File: src/rtl/adc_scan_ctrl_if.sv
// adc_scan_ctrl_if: serial link between the scan controller (master) and the ADC (slave).
interface adc_scan_ctrl_if;
    logic adc_cs_n;
    logic adc_sck;
    logic din;
    logic dout;
    modport master (output adc_cs_n, adc_sck, din, input dout);
    modport slave (input adc_cs_n, adc_sck, din, output dout);
endinterface

File: src/rtl/adc_scan_ctrl.sv
// adc_scan_ctrl: scans ADC channels 5/6/7 and derives a 3-bit line pattern; define ADC_HYST_EN for hysteretic pattern bits.
module adc_scan_ctrl #(
    parameter int SCK_DIV = 2,
    parameter int HYST = 16
) (
    input  logic clk_50,
    input  logic rst,
    input  logic scan_en,
    input  logic [11:0] thr,
    adc_scan_ctrl_if.master adc,
    output logic [11:0] d_out_ch5,
    output logic [11:0] d_out_ch6,
    output logic [11:0] d_out_ch7,
    output logic [2:0] pattern,
    output logic sample_valid,
    output logic busy
);
    typedef enum logic [1:0] {IDLE, SETUP, SHIFT, HOLD} state_t;
    state_t state, state_n;
    logic [7:0] cnt, cnt_n;
    logic ph, ph_n;
    logic [3:0] k, k_n;
    logic [10:0] shreg;
    logic [1:0] ch, prev;
    logic disc;
    logic tick, sample, last, wr;
    logic cs_n_n, sck_n, din_n;
    logic [2:0] add;
    logic [11:0] res;
`ifdef ADC_HYST_EN
    localparam bit HYS_ON = 1'b1;
`else
    localparam bit HYS_ON = 1'b0;
`endif
    localparam logic [12:0] HB = HYS_ON ? 13'(HYST) : 13'd0;
    logic [12:0] thr_sum, thr_hi, thr_lo;
    assign thr_sum = {1'b0, thr} + HB;
    assign thr_hi = thr_sum > 13'd4095 ? 13'd4095 : thr_sum;
    assign thr_lo = {1'b0, thr} < HB ? 13'd0 : {1'b0, thr} - HB;
    function automatic logic pbit(input logic [11:0] v, input logic old, input logic [12:0] hi, input logic [12:0] lo);
        return {1'b0, v} > hi || (HYS_ON && {1'b0, v} >= lo && old);
    endfunction
    assign tick = cnt == 8'(SCK_DIV - 1);
    assign sample = state == SHIFT && ph && tick;
    assign last = sample && k == 4'd15;
    assign wr = last && !disc;
    assign res = {shreg, adc.dout};
    assign add = 3'd5 + {1'b0, ch};
    always_comb begin
        state_n = state;
        cnt_n = tick ? 8'd0 : cnt + 8'd1;
        ph_n = ph;
        k_n = k;
        case (state)
            IDLE: begin
                cnt_n = 8'd0;
                state_n = scan_en ? SETUP : IDLE;
            end
            SETUP: begin
                ph_n = 1'b0;
                k_n = 4'd0;
                state_n = tick ? SHIFT : SETUP;
            end
            SHIFT: if (tick) begin
                ph_n = !ph;
                k_n = ph ? k + 4'd1 : k;
                state_n = ph && k == 4'd15 ? HOLD : SHIFT;
            end
            default: state_n = !tick ? HOLD : scan_en ? SETUP : IDLE;
        endcase
        // pins are registered from the next-state view so they change glitch-free with the state
        cs_n_n = !(state_n == SETUP || state_n == SHIFT);
        sck_n = !(state_n == SHIFT && !ph_n);
        din_n = state_n != SHIFT ? 1'b0 : k_n == 4'd2 ? add[2] : k_n == 4'd3 ? add[1] : k_n == 4'd4 ? add[0] : 1'b0;
    end
    always_ff @(posedge clk_50) begin
        if (rst) begin
            state <= IDLE;
            cnt <= '0;
            ph <= 1'b0;
            k <= '0;
            shreg <= '0;
            ch <= '0;
            prev <= '0;
            disc <= 1'b1;
            adc.adc_cs_n <= 1'b1;
            adc.adc_sck <= 1'b1;
            adc.din <= 1'b0;
            d_out_ch5 <= '0;
            d_out_ch6 <= '0;
            d_out_ch7 <= '0;
            pattern <= '0;
            sample_valid <= 1'b0;
            busy <= 1'b0;
        end else begin
            state <= state_n;
            cnt <= cnt_n;
            ph <= ph_n;
            k <= k_n;
            adc.adc_cs_n <= cs_n_n;
            adc.adc_sck <= sck_n;
            adc.din <= din_n;
            busy <= state_n != IDLE;
            if (sample) shreg <= res[10:0];
            if (state == IDLE && scan_en) begin
                ch <= '0;
                disc <= 1'b1;
            end
            // the ADC returns the channel addressed one frame earlier
            if (last) begin
                ch <= ch == 2'd2 ? 2'd0 : ch + 2'd1;
                prev <= ch;
                disc <= 1'b0;
            end
            if (wr && prev == 2'd0) d_out_ch5 <= res;
            if (wr && prev == 2'd1) d_out_ch6 <= res;
            if (wr && prev == 2'd2) d_out_ch7 <= res;
            if (wr && prev == 2'd2)
                pattern <= {pbit(d_out_ch5, pattern[2], thr_hi, thr_lo), pbit(d_out_ch6, pattern[1], thr_hi, thr_lo), pbit(res, pattern[0], thr_hi, thr_lo)};
            sample_valid <= wr && prev == 2'd2;
        end
    end
endmodule

File: src/flat_wrapper.sv
// flat-port wrapper written by rule: the top's interface ports become plain ports
module adc_scan_ctrl_flat 
#(
    parameter int SCK_DIV = 2,
    parameter int HYST = 16
)
  (clk_50, rst, scan_en, thr, d_out_ch5, d_out_ch6, d_out_ch7, pattern, sample_valid, busy, adc_adc_cs_n, adc_adc_sck, adc_din, adc_dout);
  adc_scan_ctrl_if adc_i ();
  input  logic clk_50;
  input  logic rst;
  input  logic scan_en;
  input  logic [11:0] thr;
  output logic [11:0] d_out_ch5;
  output logic [11:0] d_out_ch6;
  output logic [11:0] d_out_ch7;
  output logic [2:0] pattern;
  output logic sample_valid;
  output logic busy;
  output wire logic [$bits(adc_i.adc_cs_n)-1:0] adc_adc_cs_n;
  output wire logic [$bits(adc_i.adc_sck)-1:0] adc_adc_sck;
  output wire logic [$bits(adc_i.din)-1:0] adc_din;
  input wire logic [$bits(adc_i.dout)-1:0] adc_dout;
  assign adc_adc_cs_n = adc_i.adc_cs_n;
  assign adc_adc_sck = adc_i.adc_sck;
  assign adc_din = adc_i.din;
  assign adc_i.dout = adc_dout;
  adc_scan_ctrl #(.SCK_DIV(SCK_DIV), .HYST(HYST)) u_core (.clk_50(clk_50), .rst(rst), .scan_en(scan_en), .thr(thr), .adc(adc_i), .d_out_ch5(d_out_ch5), .d_out_ch6(d_out_ch6), .d_out_ch7(d_out_ch7), .pattern(pattern), .sample_valid(sample_valid), .busy(busy));
endmodule
File: config.mk
export PLATFORM = sky130hd
export DESIGN_NAME = adc_scan_ctrl_flat
export DESIGN_NICKNAME = d
export VERILOG_FILES = /design/src/rtl/adc_scan_ctrl_if.sv /design/src/rtl/adc_scan_ctrl.sv /design/src/flat_wrapper.sv
export SDC_FILE = /design/constraint.sdc
export NUM_CORES = 1
export LEC_CHECK = 0
export BUFFER_PORTS_ARGS = -buffer_cell sky130_fd_sc_hd__buf_2
export CAP_MARGIN = 20
export CORE_ASPECT_RATIO = 1.5
export CORE_MARGIN = 3
export CORE_UTILIZATION = 30
export DETAILED_ROUTE_END_ITERATION = 10
export PLACE_DENSITY = 0.51
export SETUP_SLACK_MARGIN = 0.5
export SLEW_MARGIN = 20
export SYNTH_ARGS = -nofsm -noshare
export SYNTH_HDL_FRONTEND = slang
export SYNTH_SLANG_ARGS = --single-unit
export TNS_END_PERCENT = 20
File: constraint.sdc
create_clock -name clk_50 -period 3.1 [get_ports clk_50]
set_input_delay 0.155 -clock clk_50 [delete_from_list [all_inputs] [get_ports clk_50]]
set_output_delay 0.155 -clock clk_50 [all_outputs]
set_load 0.02 [all_outputs]
After elaboration in Yosys (flattened, before gate mapping)
Cells that the tools add are included.
{"block": "totals", "wordCells": 80, "in_bits": 16, "out_inout_bits": 44, "reg_bits": 75}
{"block": "classes", "eq_ne": 13, "add_sub_neg": 4, "n_mux": 20, "n_reduce_logical": 22, "magnitude_cmp": 4}
{"cell": "$gt 12x13->1", "n": 3}
{"cell": "$gt 12x12->1 const B", "n": 1}
{"cell": "$mux 12", "n": 1}
{"cell": "$mux 2", "n": 6}
{"cell": "$logic_and 1x1->1", "n": 10}
{"cell": "$add 8x1->8 const B", "n": 1}
{"cell": "$eq 2x2->1 const B", "n": 4}
{"cell": "$eq 4x2->1 const B", "n": 2}
{"cell": "$eq 8x1->1 const B", "n": 1}
{"cell": "$mux 1", "n": 8}
{"cell": "$mux 4", "n": 2}
{"cell": "$pmux 4 s2", "n": 1}
{"cell": "$eq 2x1->1 const B", "n": 3}
{"cell": "$pmux 2 s3", "n": 1}
{"cell": "$logic_not 1->1", "n": 5}
{"cell": "$add 4x1->4 const B", "n": 1}
{"cell": "$eq 4x3->1 const B", "n": 1}
{"cell": "$eq 4x4->1 const B", "n": 1}
{"cell": "$logic_not 2->1", "n": 2}
{"cell": "$reduce_bool 2->1", "n": 2}
{"cell": "$add 3x2->3 const A", "n": 1}
{"cell": "$reduce_or 3->1", "n": 1}
{"cell": "$add 2x1->2 const B", "n": 1}
{"cell": "$ne 2x2->1 const B", "n": 1}
{"cell": "other kinds (3)", "n": 3}

Logic depth before layout (Yosys ltp)
{"block": "logic_depth", "word_depth": 8, "depth_mapped": 10}

Least setup slack after synthesis
Ideal clock, no wire load.
{"block": "synth_timing", "path_type": "reg2reg", "startpoint": "register u_core.d_out_ch6[6]", "endpoint": "register u_core.pattern[1]", "slack_ps": 1194, "path_stages_with_launch": 8, "path_buffers": 0, "t_required_ps": 2969, "arrival_time_ps": 1775, "setup_ps": 131, "cell_sequence": "dfxtp_1 > ha_1 > a21o_1 > a21o_1 > a21oi_1 > nor2_1 > a2111oi_0 > o41ai_2"}
{"block": "synth_via", "elab_chain_len": 1}
{"element": "start, declared", "line": "adc_scan_ctrl.sv:12", "rtl": "output logic [11:0] d_out_ch6,"}
{"element": "start signal, assigned", "line": "adc_scan_ctrl.sv:116", "rtl": "if (wr && prev == 2'd1) d_out_ch6 <= res;"}
{"element": "$gt 12x13->1", "line": "adc_scan_ctrl.sv:41", "rtl": "return {1'b0, v} > hi || (HYS_ON && {1'b0, v} >= lo && old);"}
{"element": "end signal, assigned", "line": "adc_scan_ctrl.sv:119", "rtl": "pattern <= {pbit(d_out_ch5, pattern[2], thr_hi, thr_lo), pbit(d_out_ch6, pattern[1], thr_hi, thr_lo), pbit(res ..."}
{"element": "end, declared", "line": "adc_scan_ctrl.sv:14", "rtl": "output logic [2:0] pattern,"}
Every way passes these cells.
A chain may end at the register's enable or synchronous reset.

Final worst setup path
{"block": "layout_timing", "startpoint": "register u_core.cnt[0]", "endpoint": "register u_core.pattern[1]"}
{"block": "layout_via", "elab_chain_len": 5}
{"element": "start, declared", "line": "adc_scan_ctrl.sv:20", "rtl": "logic [7:0] cnt, cnt_n;"}
{"element": "start signal, assigned", "line": "adc_scan_ctrl.sv:97", "rtl": "cnt <= cnt_n;"}
{"element": "$eq 8x1->1", "line": "adc_scan_ctrl.sv:43", "rtl": "assign tick = cnt == 8'(SCK_DIV - 1);"}
{"element": "$logic_and 1x1->1", "line": "adc_scan_ctrl.sv:44", "rtl": "assign sample = state == SHIFT && ph && tick;"}
{"element": "$logic_and 1x1->1", "line": "adc_scan_ctrl.sv:45", "rtl": "assign last = sample && k == 4'd15;"}
{"element": "$logic_and 1x1->1", "line": "adc_scan_ctrl.sv:46", "rtl": "assign wr = last && !disc;"}
{"element": "$logic_and 1x1->1", "line": "adc_scan_ctrl.sv:118", "rtl": "if (wr && prev == 2'd2)"}
Every way passes these cells.

==> metrics <==
Clock Sinks=75; setup TNS=0 ns; final wirelength=9910 um; 1st-pass router iterations=4; clock latency on the worst-skew pair=0.33 ns; fin crit period=between 2 and 2.5 ns; vias in the first global route=~3.3k; largest net degree at the start of global routing=45; # DRC=0; htree depth=3; Setup Skew=between 0.005 and 0.006 ns; cell area after synthesis=roughly 3900 um2; Max FO, Critical Path=18; nets@finish=approximately 590; WS Path Type=register to register; Slew Limit Fails=0; CTS tree=built; Max Cap Viol=0; cells along the critical path=ha_1, and4bb_2, nand4_1, buf_4, or4b_1, o41ai_2; Bufs on Longest Clock Path=2; layout cells sized above 1=0.168; total setup buffers inserted after CTS=0; outcome=finished clean; PostCTS Resize Cnt=0; Async SR Flop Fraction=0; IO Count=60; initial antenna violation count=0; Highest Signal Layer=met4; GP Congestion=a little over 0.8; Tot Pwr=~0.0022 W; kind of end point of the critical path=register; Slew HR=0.445; Post-synth EDFFs=0; unique cell type count in the Yosys netlist=between 40 and 50; Hold Fails Final Rpt=0; met1 WL=3840 um; initial core utilization=0.308; CP required=about 3.3 ns; global-route wire length before repair=roughly 16000 um; PortBufs=59; slowest CP cell=or4b_1; Detail Placement HPWL=7650 um; Syn. warnings=0; Die H=145 um; sequential fraction of the synthesis area=0.388; Final setup viols=0; Via density=around 4.9; ANT cells=0; peak supply drop=0.000264 V; Cells after Synth=469; CTS Buf Count=9; Pwr per Cell Area=approximately 470 nW/um2; internal reg-to-reg setup slack=~0.66 ns; Pleak=just over 2 nW; Sequential cell area=between 1500 and 2000 um2; GRT Overall Usage=0.140; Total Die Area=14300 um2; min-delay worst type=input pin to register; CTS clk-pin slew, worst paths=approximately 0.060 ns; commonest non-fill, non-tap cell in the layout=nand2_1; area of the multi-input gates=around 2200 um2; commonest non-fill, non-tap cells in the layout=94 x nand2_1, 75 x dfxtp_1, 60 x a21oi_1, 59 x buf_2, 48 x ha_1; pin slew with the least headroom to its limit=0.833 ns; FF+latch count, synth=75; filler instances=roughly 1.3k; routed wl met2=5540 um; synth-to-layout area growth=19.1%; RSZ-0062 raised after global routing=false; Core Rows=50; Synthesized Nets=around 530; crit path launch type=register; post-DR wirelength/cell=about 15 um; Clock Root Buffer=clkbuf_16; via count=about 3.4k; predominant post-synthesis flop cell=dfxtp_1; Post-DRT Antenna Nets=0; Die Span X=approximately 100 um; fin crit share=0.787; Core Box Area=12600 um2; Mean Syn Cell Area=8.25 um2; Iteration-0 DRC Markers=slightly below 80; CTS Hold Bufs=0; Max stage delay on crit path=just over 0.8 ns; Fmax=between 0.4 and 0.5 GHz; total gr overflow=0; CP Data Arrival Time=2.67 ns; routed length on met3=around 340 um
==> worst max-delay path, delay by kind of cell (launching register included) <==
family | cells | cell delay (ns)
buf+inv | 1 | 0.19
flops | 1 | 0.38
fa+ha+maj | 1 | 0.18
compound gates | 1 | 0.41
simple gates | 3 | 1.17
==> final timing paths <==
check | startpoint | endpoint | cells after the start
setup / recovery | u_core.cnt[0] | u_core.pattern[1] | 6
hold / removal | adc_dout | u_core.d_out_ch5[0] | 3
setup reg to reg | u_core.cnt[0] | u_core.pattern[1] | 6
hold reg to reg | u_core.d_out_ch7[5] | u_core.d_out_ch7[5] | 2
==> metrics by stage <==
step	instances	hold slack [ns]	setup WS (ns)	utilization	area, um2
after floorplan	469	0.295	1.19	-	3870
after global placement	666	0.441	0.755	0.343	4310
after detailed placement	666	0.446	0.685	0.343	4310
after CTS	681	0.0910	0.663	0.367	4610
after global routing	681	0.110	0.555	0.367	4610
final	681	0.104	0.661	0.367	4610
==> cells by family (layout without fill, tap and decap cells) <==
logic type               count (synthesis)  in the layout  synth area share
XOR/XNOR                                 7              7            0.0158
AND/OR/NAND/NOR                        193            193             0.236
AO/OA/AOI/OAI                           99             99             0.156
buffers and inverters                   46            102            0.0469
adder cells (fa/ha/maj)                 48             48             0.155
multiplexers                             1              1           0.00259
flip-flops                              75             75             0.388
==> area by class of cell <==
cell class                      instances  area share
Tap cell                              156      0.0423
Clock buffer                           12      0.0556
Sequential cell                        75       0.326
Clock inverter                          3      0.0100
Timing Repair Buffer                   65      0.0738
Inverter                               22      0.0179
Multi-Input combinational cell        348       0.475
==> sequential cells by signal, indices dropped and copies added, names as in the netlist, 2 cells and up <==
register / cells
u_core.d_out_ch5: 12
u_core.d_out_ch6: 12
u_core.d_out_ch7: 12
u_core.shreg: 11
u_core.cnt: 8
u_core.k: 4
u_core.pattern: 3
u_core.ch: 2
u_core.prev: 2
u_core.state: 2
==> cell usage after synthesis (3+ instances only) <==
master | n | area, um2
a2111oi_0 | 6 | 52.6
a21o_1 | 10 | 75.1
a21oi_1 | 60 | 300
and2_1 | 3 | 18.8
and3_1 | 6 | 37.5
buf_2 | 7 | 35.0
clkbuf_1 | 16 | 60.1
dfxtp_1 | 75 | 1500
ha_1 | 48 | 601
inv_1 | 22 | 82.6
nand2_1 | 94 | 353
nand2b_1 | 3 | 18.8
nand3_1 | 22 | 110
nand3b_1 | 3 | 22.5
nand4_1 | 6 | 37.5
nor2_1 | 35 | 131
nor2b_1 | 5 | 31.3
nor4_1 | 3 | 18.8
o21a_1 | 3 | 22.5
o21ai_0 | 9 | 45.0
xnor2_1 | 3 | 26.3
xor2_1 | 4 | 35.0
==> routing by layer <==
| layer | global-route usage | vias up |
|---|---|---|
| met3 | 0.0284 | 11 |
| li1 | - | 1720 |
| met4 | 0.0485 | 0 |
| met5 | 0 | - |
| met2 | 0.264 | 50 |
| met1 | 0.150 | 1585 |
==> power by group <==
part           internal, W  switching (W)
clock             0.000665       0.000389
combinational    0.0000470      0.0000866
sequential        0.000973     0.00000487
total              0.00169       0.000481
Power figures use the tool's default switching activity.
